<file path="src/rtl/reg_tree_arbiter.sv">
// Round-robin arbiter feeding a fixed-latency register fan-out tree, with a matched valid/ID shadow pipeline.
// Optional burst locking is compiled in with `define REG_TREE_ARB_BURST_EN.
module reg_tree_arbiter #(
  parameter int DATA_WIDTH   = 16,
  parameter int NUM_REQ      = 4,
  parameter int ID_WIDTH     = 2,
  parameter int TREE_LATENCY = 4,
  parameter int CNT_WIDTH    = 3
) (
  input  logic                          clk,
  input  logic                          rst_n,
  input  logic [NUM_REQ-1:0]            req_valid,
  input  logic [NUM_REQ*DATA_WIDTH-1:0] req_data,
  input  logic [NUM_REQ-1:0]            req_last,
  output logic [NUM_REQ-1:0]            req_ready,
  input  logic                          drain,
  output logic [DATA_WIDTH-1:0]         tree_in,
  output logic                          out_valid,
  output logic [ID_WIDTH-1:0]           out_id,
  output logic [CNT_WIDTH-1:0]          inflight,
  output logic                          idle
);

`ifdef REG_TREE_ARB_BURST_EN
  typedef enum logic [1:0] {ARB = 2'd0, DRAIN = 2'd1, LOCK = 2'd2} state_e;
`else
  typedef enum logic [0:0] {ARB = 1'b0, DRAIN = 1'b1} state_e;
  logic unused_last;
  assign unused_last = ^req_last;
`endif

  state_e                state_q;
  logic [ID_WIDTH-1:0]   ptr_q;
  logic [TREE_LATENCY-1:0] vld_q;
  logic [ID_WIDTH-1:0]   id_q [TREE_LATENCY];
  logic [CNT_WIDTH-1:0]  inflight_q;
  logic [CNT_WIDTH-1:0]  inflight_d;

  logic                  arb_found;
  logic [ID_WIDTH-1:0]   arb_idx;
  logic [ID_WIDTH-1:0]   cand;
  logic                  grant_valid;
  logic [ID_WIDTH-1:0]   grant_idx;
  logic                  xfer;

  // Walk from farthest to nearest so the requester closest after ptr wins.
  always_comb begin
    arb_found = 1'b0;
    arb_idx   = ptr_q;
    cand      = '0;
    for (int k = NUM_REQ; k >= 1; k--) begin
      cand = ID_WIDTH'((int'(ptr_q) + k) % NUM_REQ);
      if (req_valid[cand]) begin
        arb_found = 1'b1;
        arb_idx   = cand;
      end
    end
  end

  always_comb begin
    grant_valid = 1'b0;
    grant_idx   = arb_idx;
    case (state_q)
      ARB:     grant_valid = arb_found && !drain;
`ifdef REG_TREE_ARB_BURST_EN
      LOCK: begin
        grant_valid = 1'b1;
        grant_idx   = ptr_q;
      end
`endif
      default: grant_valid = 1'b0;
    endcase
  end

  generate
    for (genvar gi = 0; gi < NUM_REQ; gi++) begin : g_ready
      assign req_ready[gi] = grant_valid && (grant_idx == ID_WIDTH'(gi));
    end
  endgenerate

  assign xfer    = grant_valid && req_valid[grant_idx];
  assign tree_in = xfer ? req_data[int'(grant_idx)*DATA_WIDTH +: DATA_WIDTH] : '0;

  // ptr doubles as the lock owner: it always holds the last granted index.
  always_ff @(posedge clk or negedge rst_n) begin
    if (!rst_n) begin
      state_q <= ARB;
      ptr_q   <= ID_WIDTH'(NUM_REQ - 1);
    end else begin
      if (xfer) ptr_q <= grant_idx;
      case (state_q)
        ARB: begin
          if (drain) state_q <= DRAIN;
`ifdef REG_TREE_ARB_BURST_EN
          else if (xfer && !req_last[grant_idx]) state_q <= LOCK;
`endif
        end
`ifdef REG_TREE_ARB_BURST_EN
        LOCK: if (xfer && req_last[grant_idx]) state_q <= drain ? DRAIN : ARB;
`endif
        DRAIN: if (!drain) state_q <= ARB;
        default: state_q <= ARB;
      endcase
    end
  end

  // Shadow of the tree: clears on reset so stale tree contents never look valid.
  always_ff @(posedge clk or negedge rst_n) begin
    if (!rst_n) begin
      vld_q <= '0;
      for (int i = 0; i < TREE_LATENCY; i++) id_q[i] <= '0;
    end else begin
      vld_q[0] <= xfer;
      id_q[0]  <= grant_idx;
      for (int i = 1; i < TREE_LATENCY; i++) begin
        vld_q[i] <= vld_q[i-1];
        id_q[i]  <= id_q[i-1];
      end
    end
  end

  assign out_valid = vld_q[TREE_LATENCY-1];
  assign out_id    = id_q[TREE_LATENCY-1];

  assign inflight_d = inflight_q + CNT_WIDTH'(xfer) - CNT_WIDTH'(out_valid);

  always_ff @(posedge clk or negedge rst_n) begin
    if (!rst_n) inflight_q <= '0;
    else        inflight_q <= inflight_d;
  end

  assign inflight = inflight_q;

`ifdef REG_TREE_ARB_BURST_EN
  assign idle = (state_q != LOCK) && (inflight_q == '0);
`else
  assign idle = (inflight_q == '0);
`endif

endmodule

</file>
<file path="config.mk">
export PLATFORM = sky130hd
export DESIGN_NAME = reg_tree_arbiter
export DESIGN_NICKNAME = d
export VERILOG_FILES = /design/src/rtl/reg_tree_arbiter.sv
export SDC_FILE = /design/constraint.sdc
export NUM_CORES = 1
export LEC_CHECK = 0
export CAP_MARGIN = 5
export CORE_MARGIN = 2
export CORE_UTILIZATION = 31
export DETAILED_ROUTE_END_ITERATION = 16
export PLACE_DENSITY_LB_ADDON = 0.3
export SLEW_MARGIN = 25
export SYNTH_ARGS = -nofsm -noshare
export SYNTH_HDL_FRONTEND = slang
export SYNTH_SLANG_ARGS = --single-unit
export TNS_END_PERCENT = 50
</file>
<file path="constraint.sdc">
create_clock -name clk -period 3 [get_ports clk]
set_input_delay 0.45 -clock clk [delete_from_list [all_inputs] [get_ports clk]]
set_output_delay 0.45 -clock clk [all_outputs]
set_load 0.005 [all_outputs]
</file>
# Word level (Yosys, flattened, before mapping)
# Cells that the tools add are included.
# totals
inputBits	75
word_cells	53
output_inout_bits	27
ff_bits	18
# classes
reduce_logical	9
n_lt_le_gt_ge	5
n_eq_ne	3
mux	21
n_shift	1
add_sub_neg	6
# ops
operator	count
$shiftx A64 B7 Y16	1
$mux W16	1
$lt A2 B3 Y1 const B	5
$mux W1	11
$bmux W1 S2	5
$mux W2	4
$logic_and A1 B1 Y1	6
$add A2 B1 Y2 const B	2
$add A2 B2 Y2 const B	2
$eq A2 B2 Y1 const B	2
$add A3 B1 Y3	1
$logic_not A3 Y1	1
$sub A3 B1 Y3	1
$eq A2 B1 Y1 const B	1
$logic_not A2 Y1	1
$logic_not A1 Y1	1

# Logic depth before layout (Yosys ltp)
# depth
depth_word	12
mapped_depth	10
ltp_nobuf	10

# Worst setup path after synthesis
# No wires, ideal clock.
# synth_timing
path_type	input-to-reg
start	in req_valid[1]
end	reg inflight_q[2], in the netlist inflight[2]
setup_time_ps	123
required_time_ps	2877
cell_stages	10
t_arrival_ps	1990
n_path_buf	0
path_slack_ps	887
cell_sequence	nor4_1 > nor3_2 > inv_1 > ha_1 > inv_1 > ha_1 > inv_1 > fa_1 > xnor2_1 > xnor2_1
# synth_between
elab_chain_cells	11
elab_cells_between_ends	23
classes_between	2 x add/sub; 19 x mux; 2 x reduce/logical
# synth_lines
element	line_no	text
start: declaration	12	input logic [NUM_REQ-1:0] req_valid,
$bmux W1 S2	53	if (req_valid[cand]) begin
$mux W1 (not written as such)	53	
$mux W2 or $mux W1 (tied branches) (4 in series)	53	
$bmux W1 S2 or $logic_and A1 B1 Y1 (tied branches)	81, 64	
$mux W1 (on tied branches)	81, 63	
$logic_and A1 B1 Y1 (*)	81	assign xfer = grant_valid && req_valid[grant_idx];
net xfer	44	logic xfer;
$add A3 B1 Y3 (*)	125	assign inflight_d = inflight_q + CNT_WIDTH'(xfer) - CNT_WIDTH'(out_valid);
$sub A3 B1 Y3 (*)	125	
net inflight_d[2]	37	logic [CNT_WIDTH-1:0] inflight_d;
end signal: assignment	129	else inflight_q <= inflight_d;
end: declaration	36	logic [CNT_WIDTH-1:0] inflight_q;
# The timed path passes the listed nets; every way through them passes the cells marked *. The select of a mux whose other input is x is not followed.
# A chain may end at the register's enable or synchronous reset.

# Final worst setup path
# layout_timing
start	in req_valid[0]
end	out tree_in[5]
# layout_between
elab_chain_cells	10
elab_cells_between_ends	23
classes_between	1 x shift; 20 x mux; 2 x reduce/logical
# layout_lines
element	line_no	text
branches (longest 9 deep; another with $shiftx A64 B7 Y16)	n/a	
$mux W16 (*)	82	assign tree_in = xfer ? req_data[int'(grant_idx)*DATA_WIDTH +: DATA_WIDTH] : '0;
end: declaration	17	output logic [DATA_WIDTH-1:0] tree_in,
# Mark *: on every way between the ends. The select of a mux whose other input is x is not followed.

==> flow_metrics.py <==
metrics = {
    "timing": {
        "fmax_mhz": 342.7,
        "grt_setup_unrepaired": "yes",
        "timing_max_transition_violations_final": 0,
        "setup_viol": 0,
        "timing.slew.headroom": 0.5020,
        "fin_ws_ns": 0.08213,
        "hold_viol_final": 0,
        "fin_tns_setup_ns": 0,
        "fin_crit_sh": 0.9726,
        "clock-skew-final_ns": 0.002211,
        "whs_ns": 0.3467,
        "period_needed_ns": 2.918,
        "timing_worst_slew_pin_value_ns": 0.7447,
    },
    "yosys": {
        "yosys_warnings": 0,
        "ys_types": 26,
        "synth_cells": 107,
        "postSynthNetCount": 185,
        "syn_area_per_cell_um2": 11.54,
        "netlist_area_um2": 1235,
        "seq_area_frac_synth": 0.3668,
        "postSynthRegisterBits": 18,
    },
    "cells_and_area": {
        "n_fill_cell": 315,
        "number_of_nets_at_the_end_of_the_flow": 286,
        "antenna_cells": 0,
        "post_route_cells_drive_above_1_share": 0.1014,
        "synth_to_layout_area_growth_pct": 89.67,
    },
    "global_routing": {
        "globalRouteOverflowTotal": 0,
        "grtUsageTotal": 0.1570,
        "number_of_antenna_violations_at_the_first_check_in_global_routing": 0,
        "grt_max_degree": 25,
        "wire_length_of_the_first_global_routing_pass_um": 5388,
        "first_global_vias": 1290,
    },
    "detailed_routing": {
        "drt_iter0_drc": 75,
        "detail_route.first_pass.iterations": 4,
        "route.vias.total": 1241,
        "antenna_violating_nets_post_route": 0,
        "postRouteWirelength_um": 3498,
        "avgViaCountPerCell": 4.867,
        "detailed_route_wire_length_per_cell_um": 13.72,
        "remaining_drc_errors": 0,
    },
    "clock_network": {
        "cts_root_buf": "sky130_fd_sc_hd__clkbuf_8",
        "numClockSinks": 18,
        "clock_insertion_delay_worst_skew_ns": 0.25,
        "clock_pin_slew_on_the_worst_setup_and_hold_paths_ns": 0.06,
        "htree_num_levels": 1,
        "numCtsBuffers": 3,
        "clk_path_buf_depth": 2,
        "cts_tree": "yes",
    },
    "placed_design": {
        "finalWeightedCongestion": 0.6832,
        "hpwlAfterDp_um": 2813,
        "number_of_i_o_port_buffers": 97,
        "pre_cts_ws_ns": -0.004879,
    },
    "setup_path": {
        "crit_path_max_fanout": 12,
        "required_time_at_the_endpoint_of_the_critical_path_ns": 2.55,
        "r2r_setup_slack_ns": 0.99,
        "arrival_ns": 2.47,
        "crit_path_frequent_cell": "sky130_fd_sc_hd__clkdlybuf4s50_1",
        "path_buf_inv": 4,
        "worst_r2r_path_depth": 10,
        "timing.critical_path.slowest_stage_cell": "sky130_fd_sc_hd__clkdlybuf4s50_1",
        "crit_path_start": "req_valid[0]",
        "critPathCapture": "tree_in[5]",
        "slowest_delay_ns": 0.53,
        "worstPathCellList": "clkdlybuf4s50_1, nor3b_1, a221oi_4, buf_6, clkbuf_16, mux2i_1, o22ai_1, clkdlybuf4s50_1",
        "worstSetupPathDepth": 8,
        "regToRegEndpoint": "inflight[2]$_DFF_PN0_",
        "worstSetupPathType": "primary input to output port",
        "crit-reg2reg-launch": "state_q$_DFF_PN0_",
        "capturing_element_type_of_the_critical_path": "output port",
        "timing.critical_path.from_type": "primary input",
        "critical-path-top-delay-family": "buffers and inverters",
    },
    "die": {
        "floorplan.die_area_um2": 4504,
        "die_h_um": 67.12,
        "fp_rows": 22,
        "fp.coreArea_um2": 3744,
        "initial_core_util": 0.3299,
        "boundaryPins": 102,
        "die_w_um": 67.12,
    },
    "power": {
        "power-per-cell-area_nw_per_um2": 500.1,
        "ir_drop_v": 0.0002378,
        "power.leakage_nw": 1.073,
        "total_power_w": 0.001171,
    },
    "worst_hold_path": {
        "timing.hold.worst.class": "flip-flop to flip-flop",
    },
    "run_status": {
        "outcome": "finished clean",
    },
    "job": {
        "drv_cap": 0,
    },
}
through the flow:
stage	instance area (µm²)	utilization	std cells
global placement	2213	0.5912	247
floorplan	1235	-	107
finish	2342	0.6257	255
global route	2342	0.6257	255
detailed placement	2213	0.5912	247
CTS	2272	0.6070	251
placed cells by master, fill, tap and decap left out, drive strengths merged, types with 2 or more instances in the layout:
| master | n |
|---|---|
| o22ai | 16 |
| inv | 5 |
| dfrtp | 16 |
| nand2b | 2 |
| clkbuf | 5 |
| dfstp | 2 |
| nor2 | 5 |
| clkdlybuf4s50 | 93 |
| dlymetal6s2s | 4 |
| buf | 8 |
| mux2i | 34 |
| xnor2 | 2 |
| ha | 2 |
| nor3 | 3 |
state kept, by name, summed over array words and instances (netlist names):
register  cells
ptr_q         2
id_q          6
state_q       1
inflight      3
vld_q         4
out_id        2
worst min-delay path by stage:
stage                          end  cells after the start              start
2_1_floorplan    id_q[2]$_DFF_PN0_                      0              rst_n
5_1_grt          id_q[3]$_DFF_PN0_                      0  id_q[5]$_DFF_PN0_
3_5_place_dp     id_q[3]$_DFF_PN0_                      0  id_q[5]$_DFF_PN0_
4_1_cts          id_q[3]$_DFF_PN0_                      0  id_q[5]$_DFF_PN0_
3_3_place_gp   out_id[0]$_DFF_PN0_                      0  id_q[2]$_DFF_PN0_
6_report       out_id[0]$_DFF_PN0_                      0  id_q[2]$_DFF_PN0_
cells in the mapped netlist (all sizes together):
| cell type | count | area share |
|---|---|---|
| mux2i | 34 | 0.28 |
| xnor2 | 2 | 0.014 |
| a21o | 1 | 0.0071 |
| o22ai | 16 | 0.086 |
| nand3b | 1 | 0.0061 |
| fa | 1 | 0.016 |
| a31oi | 1 | 0.010 |
| a221oi | 1 | 0.012 |
| nor2 | 5 | 0.015 |
| nand2 | 1 | 0.0051 |
| ha | 2 | 0.020 |
| nand2b | 2 | 0.010 |
| nor3b | 1 | 0.0061 |
| nor3 | 3 | 0.016 |
| o21a | 1 | 0.0061 |
| inv | 5 | 0.015 |
| dfrtp | 16 | 0.32 |
| nor4 | 1 | 0.0051 |
| buf | 10 | 0.10 |
| dfstp | 2 | 0.043 |
| a21oi | 1 | 0.0040 |
area by class of cell:
cell class	count	area [µm²]	share of cell area
Timing Repair Buffer	106	1102	0.4706
Sequential cell	18	452.9	0.1934
Clock buffer	4	55.05	0.02350
Tap cell	48	60.06	0.02564
Inverter	5	18.77	0.008013
Multi-Input combinational cell	74	653.1	0.2788
per-layer routing:
metal  global-route usage  vias up  routed length [µm]
met5                    0        -                   0
met4              0.06122        0                  49
met3              0.03716        6                 291
met2               0.2995       69                1943
met1               0.1630      573                1213
li1                     -      593                   -
logic make-up after synthesis:
group           Yosys count  share of synthesized area
flops                    18                     0.3668
mux                      34                     0.2756
buf+inv                  15                     0.1175
xor+xnor                  2                    0.01419
fa+ha+maj                 3                    0.03647
simple gates             14                    0.06384
compound gates           21                     0.1256
power by group:
group          leakage (nW)  switching (W)  internal (W)
registers             0.213      0.0000439      0.000314
clock network        0.0288      0.0000751      0.000116
logic                 0.831       0.000227      0.000395
repair_timing:
action                     4_1_cts  5_1_grt
cloned                           0        1
pin swaps                        0        2
setup endpoints to repair        1       18
gates resized for setup          1        7
buffers inserted                 0        3
hold buffers                     0        0
Power figures use the tool's default switching activity.
